<file path="src/rtl/seg7_scan_if.sv">
// rtl/seg7_scan_if.sv - multiplexed 7-segment display bus plus decoded-frame readback
interface seg7_scan_if #(
   parameter int NUM_DIGITS = 4
);
   logic [NUM_DIGITS-1:0]   an;
   logic [6:0]              seg;
   logic [4*NUM_DIGITS-1:0] value;
   logic [NUM_DIGITS-1:0]   digit_err;
   logic                    frame_valid;

   modport master (
      output an, seg,
      input  value, digit_err, frame_valid
   );

   modport slave (
      input  an, seg,
      output value, digit_err, frame_valid
   );
endinterface

</file>
<file path="src/rtl/seg7_scan_decoder.sv">
// rtl/seg7_scan_decoder.sv - qualifies digit dwells on a scanned display bus and publishes decoded frames
module seg7_scan_decoder #(
   parameter int NUM_DIGITS    = 4,
   parameter int STABLE_CYCLES = 4,
   parameter int CNT_W         = 8
) (
   input  logic        clk,
   input  logic        rst_n,
   seg7_scan_if.slave  bus
);
   localparam int SW = NUM_DIGITS + 7;

   typedef enum logic {COLLECT, PUBLISH} state_t;

   state_t                  state;
   logic [SW-1:0]           s_cur;
   logic [SW-1:0]           s_prev;
   logic [CNT_W-1:0]        stable_cnt;
   logic [NUM_DIGITS-1:0]   captured;
   logic [NUM_DIGITS-1:0]   cap_sel;
   logic [4*NUM_DIGITS-1:0] shadow_val;
   logic [NUM_DIGITS-1:0]   shadow_err;
   logic                    same;
   logic                    capture;
   logic [4:0]              dec;

   function automatic logic [4:0] decode(input logic [6:0] s);
      logic [4:0] r;
      case (s)
         7'h01:   r = 5'h00;
         7'h4F:   r = 5'h01;
         7'h12:   r = 5'h02;
         7'h06:   r = 5'h03;
         7'h4C:   r = 5'h04;
         7'h24:   r = 5'h05;
         7'h20:   r = 5'h06;
         7'h0F:   r = 5'h07;
         7'h00:   r = 5'h08;
         7'h04:   r = 5'h09;
         7'h08:   r = 5'h0A;
         7'h60:   r = 5'h0B;
         7'h31:   r = 5'h0C;
         7'h42:   r = 5'h0D;
         7'h30:   r = 5'h0E;
         7'h38:   r = 5'h0F;
         default: r = 5'h10;
      endcase
      return r;
   endfunction

   // One capture per dwell: the counter saturates past the trigger value until the tuple changes.
   assign same    = (s_cur == s_prev);
   assign capture = same && (stable_cnt == CNT_W'(STABLE_CYCLES - 2));
   assign dec     = decode(s_cur[6:0]);

   always_comb begin
      cap_sel = '0;
      for (int i = 0; i < NUM_DIGITS; i++) begin
         if (capture && (s_cur[SW-1:7] == ~(NUM_DIGITS'(1) << i)))
            cap_sel[i] = 1'b1;
      end
   end

   always_ff @(posedge clk or negedge rst_n) begin
      if (!rst_n) begin
         state           <= COLLECT;
         s_cur           <= '1;
         s_prev          <= '1;
         stable_cnt      <= '0;
         captured        <= '0;
         shadow_val      <= '0;
         shadow_err      <= '0;
         bus.value       <= '0;
         bus.digit_err   <= '0;
         bus.frame_valid <= 1'b0;
      end else begin
         s_cur  <= {bus.an, bus.seg};
         s_prev <= s_cur;
         if (!same)
            stable_cnt <= '0;
         else if (stable_cnt != CNT_W'(STABLE_CYCLES))
            stable_cnt <= stable_cnt + 1'b1;

         for (int i = 0; i < NUM_DIGITS; i++) begin
            if (cap_sel[i]) begin
               shadow_val[4*i +: 4] <= dec[3:0];
               shadow_err[i]        <= dec[4];
            end
         end

         bus.frame_valid <= 1'b0;
         case (state)
            COLLECT: begin
               captured <= captured | cap_sel;
               if (&captured)
                  state <= PUBLISH;
            end
            PUBLISH: begin
               bus.value       <= shadow_val;
               bus.digit_err   <= shadow_err;
               bus.frame_valid <= 1'b1;
               // A capture landing here belongs to the next frame.
               captured        <= cap_sel;
               state           <= COLLECT;
            end
         endcase
      end
   end
endmodule

</file>
<file path="src/flat_wrapper.sv">
// flat-port wrapper written by rule: the top's interface ports become plain ports
module seg7_scan_decoder_flat 
#(
   parameter int NUM_DIGITS    = 4,
   parameter int STABLE_CYCLES = 4,
   parameter int CNT_W         = 8
)
  (clk, rst_n, bus_an, bus_seg, bus_value, bus_digit_err, bus_frame_valid);
  seg7_scan_if #(.NUM_DIGITS(NUM_DIGITS)) bus_i ();
  input  logic clk;
  input  logic rst_n;
  input wire logic [$bits(bus_i.an)-1:0] bus_an;
  input wire logic [$bits(bus_i.seg)-1:0] bus_seg;
  output wire logic [$bits(bus_i.value)-1:0] bus_value;
  output wire logic [$bits(bus_i.digit_err)-1:0] bus_digit_err;
  output wire logic [$bits(bus_i.frame_valid)-1:0] bus_frame_valid;
  assign bus_i.an = bus_an;
  assign bus_i.seg = bus_seg;
  assign bus_value = bus_i.value;
  assign bus_digit_err = bus_i.digit_err;
  assign bus_frame_valid = bus_i.frame_valid;
  seg7_scan_decoder #(.NUM_DIGITS(NUM_DIGITS), .STABLE_CYCLES(STABLE_CYCLES), .CNT_W(CNT_W)) u_core (.clk(clk), .rst_n(rst_n), .bus(bus_i));
endmodule
</file>
<file path="config.mk">
export PLATFORM = sky130hd
export DESIGN_NAME = seg7_scan_decoder_flat
export DESIGN_NICKNAME = d
export VERILOG_FILES = /design/src/rtl/seg7_scan_if.sv /design/src/rtl/seg7_scan_decoder.sv /design/src/flat_wrapper.sv
export SDC_FILE = /design/constraint.sdc
export NUM_CORES = 1
export LEC_CHECK = 0
export BUFFER_PORTS_ARGS = -buffer_cell sky130_fd_sc_hd__buf_2
export CORE_ASPECT_RATIO = 1.25
export CORE_MARGIN = 1.5
export CORE_UTILIZATION = 58
export DETAILED_ROUTE_END_ITERATION = 10
export GPL_TIMING_DRIVEN = 0
export PLACE_DENSITY = 0.79
export SYNTH_ARGS = -nofsm -noshare
export SYNTH_HDL_FRONTEND = slang
export SYNTH_SLANG_ARGS = --single-unit
</file>
<file path="constraint.sdc">
create_clock -name clk -period 2.9 [get_ports clk]
set_clock_uncertainty 0.1 [all_clocks]
set_input_delay 0.435 -clock clk [delete_from_list [all_inputs] [get_ports clk]]
set_output_delay 0.435 -clock clk [all_outputs]
set_load 0.1 [all_outputs]
</file>
### Word level (Yosys, flattened, before mapping)

Cells that the tools add are included.

* equal/unequal tests: 23
* shift operators: 0
* reductions and logical operators: 7
* multiply operators: 0
* multiplexer cells: 11
* bitwise gates (word level): 2
* divide/modulo/power cells: 0
* magnitude comparators: 0
* add/subtract/negate cells: 1

Operator list (count)
* case mux 5 bit (16 select lines): 1
* == test 7 x 6 -> 1 bit, second input constant: 5
* == test 7 bit, second input constant: 4
* 2-to-1 mux 8 bit: 2
* == test 7 x 3 -> 1 bit, second input constant: 2
* == test 7 x 4 -> 1 bit, second input constant: 2
* == test 4 bit, second input constant: 3
* == test 11 bit: 1
* adder 8 x 1 -> 8 bit, second input constant: 1
* == test 8 x 2 -> 1 bit, second input constant: 1
* inequality test 8 x 3 -> 1 bit, second input constant: 1
* case mux 4 bit (2 select lines): 1
* == test 7 x 1 -> 1 bit, second input constant: 1
* == test 7 x 5 -> 1 bit, second input constant: 1
* logical NOT 7 bit: 1
* 2-to-1 mux 1 bit: 6
* logical AND 1 bit: 5
* == test 4 x 3 -> 1 bit, second input constant: 1
* OR 4 bit: 1
* AND reduction 4 bit: 1
* inequality test 2 bit, second input constant: 1
* case mux 1 bit (2 select lines): 1
* inverter 1 bit: 1

* latch bits: 0
* register bits after elaboration: 76
* word-level logic and storage cells: 60
* memories kept: 0
* ROM bits: 0
* RAM bits: 0
* input bits: 13

### Longest topological paths before layout

* depth after elaboration: 6
* gate-level depth with buffers: 7
* mapped depth without buffers: 7

### Worst setup path before layout

No wires, ideal clock.

* kind: register -> register
* start point: register u_core.s_cur[3]
* end point: register u_core.shadow_err[1]
* buffers on the path: 1
* stages on the path, launching flop included: 7
* setup time: 0.125 ns
* path slack: 0.617 ns
* arrival time: 2.058 ns
* path through: dfstp_2 -> clkbuf_1 -> xor2_1 -> nor4_2 -> nand3_4 -> nor4_4 -> mux2_2

* word-level cells in the longest chain between the ends: 4
* elaborated cells on any way between the ends: 21
* classes of those cells: 16 x eq/ne; 2 x mux; 3 x reduce/logical

RTL lines
* start: declaration: line seg7_scan_decoder.sv:16 `logic [SW-1:0] s_cur;`
* start signal: assignment: line seg7_scan_decoder.sv:77 `s_cur <= {bus.an, bus.seg};`
* branches (longest 4 deep; another with case mux 5 bit (16 select lines))
* end signal: indexed assignment: line seg7_scan_decoder.sv:87 `shadow_err[i] <= dec[4];`
* end: declaration: line seg7_scan_decoder.sv:22 `logic [NUM_DIGITS-1:0] shadow_err;`

Several ways; the timed one is not identified.
A chain may end at the register's enable or synchronous reset.

### Worst setup path in the final report

* start point: register u_core.s_cur[3]
* end point: register u_core.shadow_val[15]

* word-level cells in the longest chain between the ends: 4
* elaborated cells on any way between the ends: 21
* classes of those cells: 16 x eq/ne; 2 x mux; 3 x reduce/logical

RTL lines
* branches (longest 4 deep; another with case mux 5 bit (16 select lines))
* end signal: indexed assignment: line seg7_scan_decoder.sv:86 `shadow_val[4*i +: 4] <= dec[3:0];`
* end: declaration: line seg7_scan_decoder.sv:21 `logic [4*NUM_DIGITS-1:0] shadow_val;`

Several ways; the timed one is not identified.

==> flow_metrics.py <==
metrics = {
    "global_routing": {
        "grt_overflow": 0,
        "grt_pass1_vias": 2049,
        "grt_max_degree": 77,
        "grt_pass1_wl_mm": 9.756,
        "track_usage": 0.2102,
        "antenna_found_initial": 0,
    },
    "final_layout": {
        "final_nets": 308,
        "syn2layout_area_growth_pct": 13.29,
        "drive_above_1_share": 0.4310,
        "antenna_cells": 0,
        "fill_cells": 390,
    },
    "logic_synthesis": {
        "async_flop_share": 1.000,
        "synth_top_area_frac": 0.4079,
        "synth_area_leader_cell": "dfrtp_1",
        "synth_area_sq_um": 3313,
        "ys_types": 49,
        "synth_edf_count": 0,
        "ys_ff_latch": 76,
        "syn-num-nets": 264,
        "synth_top_cells_by_area": "dfrtp_1 (41%), dfstp_2 (17%), mux2_2 (14%), xor2_1 (3.7%), nor2_1 (1.9%)",
        "synthCells": 248,
        "synth_commonest_cells": "dfrtp_1 (54), mux2_2 (40), dfstp_2 (22)",
        "syn_area_per_cell_sq_um": 13.36,
        "yosysMostFrequentCell": "dfrtp_1",
        "synth-main-ff-cell": "dfrtp_1",
        "synth-seq-area-share": 0.5823,
        "ys_warn_count": 0,
    },
    "clock_network": {
        "ctsHoldBuffers": 0,
        "clkSlewWorstSetupHoldPaths_ns": 0.08,
        "cts_setup_buffers": 0,
        "cts_resized": 0,
        "cts_tree": "built",
        "clkSinkCount": 76,
        "htree_num_levels": 3,
        "cts.path.max_buffers": 2,
        "cts_buffers": 9,
        "clk_latency_ns": 0.34,
        "ctsRootBufferMaster": "clkbuf_8",
    },
    "sta": {
        "finalHoldViolCount": 0,
        "finalSetupTns_ns": 0,
        "finalSetupViolations": 0,
        "worst_slew_pin_slew_ns": 0.9076,
        "maxSlewViolCount": 0,
        "rsz0062_at_grt": "false",
        "fmax_mhz": 379.8,
        "setup_slack_ns": 0.2673,
        "fin_crit_sh": 0.9078,
        "period_minus_slack_ns": 2.633,
        "slew_headroom": 0.3949,
    },
    "worst_setup_path": {
        "cpPeakStageDelay_ns": 0.55,
        "crit_family": "simple AND/OR/NAND/NOR gates",
        "crit_slowest_cell": "nor4_4",
        "crit_required_ns": 3.02,
        "worstPathArrival_ns": 2.76,
        "path_cells": "clkbuf_1 -> xor2_1 -> nor4_2 -> nand3_4 -> nor4_4 -> mux2_2",
        "cp_max_fo": 9,
        "crit_buf_inv": 1,
        "worstSetupPathType": "reg -> reg",
        "critPathCaptureType": "flop",
        "cp-start-kind": "flop",
    },
    "route": {
        "wl_mm": 5.820,
        "dr.pass1.iters": 5,
        "final_antenna_net_count": 0,
        "vias_per_cell": 5.720,
        "drc": 0,
        "first_iter_violations": 93,
        "routedWlPerCell_um": 16.12,
        "num_vias": 2065,
    },
    "pwr": {
        "switching_power_mw": 0.4549,
        "peakVddDrop_uv": 385.3,
        "p_leak_nw": 1.762,
        "power_frac_clock": 0.391,
        "power_mw": 1.975,
        "seqPwrFrac": 0.558,
        "p_int_mw": 1.520,
        "netSwitchingFraction": 0.2304,
        "comb_power_share": 0.051,
        "powerDensity_nw_per_um2": 526.1,
    },
    "run_status": {
        "status": "finished, final reports clean",
    },
    "floorplanning": {
        "rows": 30,
        "fp.dieArea_sq_um": 6178,
        "die_w_um": 70.60,
        "core-area_sq_um": 5480,
        "ios": 34,
        "initial_core_util": 0.6046,
        "chipHeight_um": 87.50,
    },
    "place": {
        "io_buffers": 33,
        "place_ws_ns": 0.2216,
        "place.gp.congestion": 0.7995,
        "hpwlAfterDp_mm": 3.999,
    },
    "job": {
        "cap_violations": 0,
    },
    "min_path": {
        "min_path_type": "in -> reg",
    },
}
==> routing by layer <==
metal | vias to the layer above | part of all wire | GRT usage
li1 | 974 | - | -
met1 | 1020 | 0.44 | 0.2698
met2 | 56 | 0.51 | 0.3362
met3 | 15 | 0.035 | 0.04861
met4 | 0 | 0.020 | 0.1115
met5 | - | 0 | 0
==> power by group through the flow <==
stage	clock (mW)	sequential, mW	combinational [mW]
after global placement	0	1.12	0.101
after global routing	0.838	1.10	0.113
after floorplan	0	1.12	0.0615
final	0.772	1.10	0.101
after detailed placement	0	1.12	0.102
after CTS	0.791	1.10	0.103
==> layout make-up <==
cell class                      count  area (sq um)  area share
Sequential cell                    76          1929      0.5140
Clock buffer                       10         127.6     0.03400
Inverter                            5         18.77    0.005000
Tap cell                           64         80.08     0.02133
Clock inverter                      6         65.06     0.01733
Multi-Input combinational cell    156          1305      0.3477
Buffer                             11         60.06     0.01600
Timing Repair Buffer               33         167.7     0.04467
==> cells in the final DEF, fill, tap and decap left out, types with 2 or more instances in the layout <==
| cell type | n |
|---|---|
| or3_1 | 3 |
| nor3b_1 | 2 |
| o21ai_0 | 4 |
| clkinvlp_4 | 4 |
| nor3_1 | 4 |
| mux2_2 | 40 |
| o32ai_1 | 2 |
| clkbuf_8 | 9 |
| nand4_1 | 3 |
| dfrtp_1 | 54 |
| nand2b_1 | 4 |
| nand2_1 | 6 |
| nand3_1 | 5 |
| nor4_4 | 3 |
| dfstp_2 | 22 |
| a21o_1 | 3 |
| nor2_1 | 17 |
| xor2_1 | 14 |
| or3b_2 | 2 |
| nor2b_1 | 3 |
| inv_1 | 5 |
| mux2i_1 | 3 |
| and2_1 | 2 |
| buf_4 | 2 |
| or2_2 | 2 |
| a21oi_1 | 3 |
| ha_1 | 3 |
| buf_1 | 3 |
| buf_2 | 32 |
| buf_6 | 2 |
| clkbuf_1 | 6 |
| a31oi_1 | 3 |
| nand3b_1 | 5 |
| and4bb_2 | 2 |
==> kinds of logic (layout without fill, tap and decap cells) <==
group           after synthesis  in the layout  synth area share
mux                          43             43            0.1450
fa+ha+maj                     3              3           0.01133
compound gates               25             25           0.05665
xor+xnor                     15             15           0.03965
buf+inv                      16             65           0.02379
simple gates                 70             70            0.1412
flops                        76             76            0.5823
==> state kept, by name, summed over array words and instances, names as in the netlist <==
| register | count |
|---|---|
| u_core.shadow_val | 16 |
| u_core.s_prev | 11 |
| u_core.captured | 4 |
| u_core.stable_cnt | 8 |
| u_core.shadow_err | 4 |
| u_core.bus.frame_valid | 1 |
| u_core.bus.value | 16 |
| u_core.state | 1 |
| u_core.s_cur | 11 |
| u_core.bus.digit_err | 4 |
==> per-stage QoR <==
stage	hold slack [ns]	std cells	cell area [sq um]	utilization
after global routing	0.06663	361	3754	0.6849
after CTS	0.07468	361	3754	0.6849
after global placement	0.2610	345	3558	0.6493
final	0.09032	361	3754	0.6849
after detailed placement	0.2626	345	3561	0.6498
after floorplan	0.03941	248	3313	-
==> final timing paths <==
kind,end,cells past startpoint,startpoint,slack (ns)
setup reg to reg,u_core.shadow_val[15]$_DFFE_PN0P_,6,u_core.s_cur[3]$_DFF_PN1_,0.27
max in group asynchronous,u_core.shadow_val[11]$_DFFE_PN0P_,1,rst_n,1.99
hold / removal,u_core.s_cur[6]$_DFF_PN1_,1,bus_seg[6],0.09
hold reg to reg,u_core.s_prev[3]$_DFF_PN1_,0,u_core.s_cur[3]$_DFF_PN1_,0.27
setup / recovery,u_core.shadow_val[15]$_DFFE_PN0P_,6,u_core.s_cur[3]$_DFF_PN1_,0.27
min in group asynchronous,u_core.bus.value[2]$_DFFE_PN0P_,1,rst_n,0.11
Note: power is estimated with default switching activity, not from simulation.
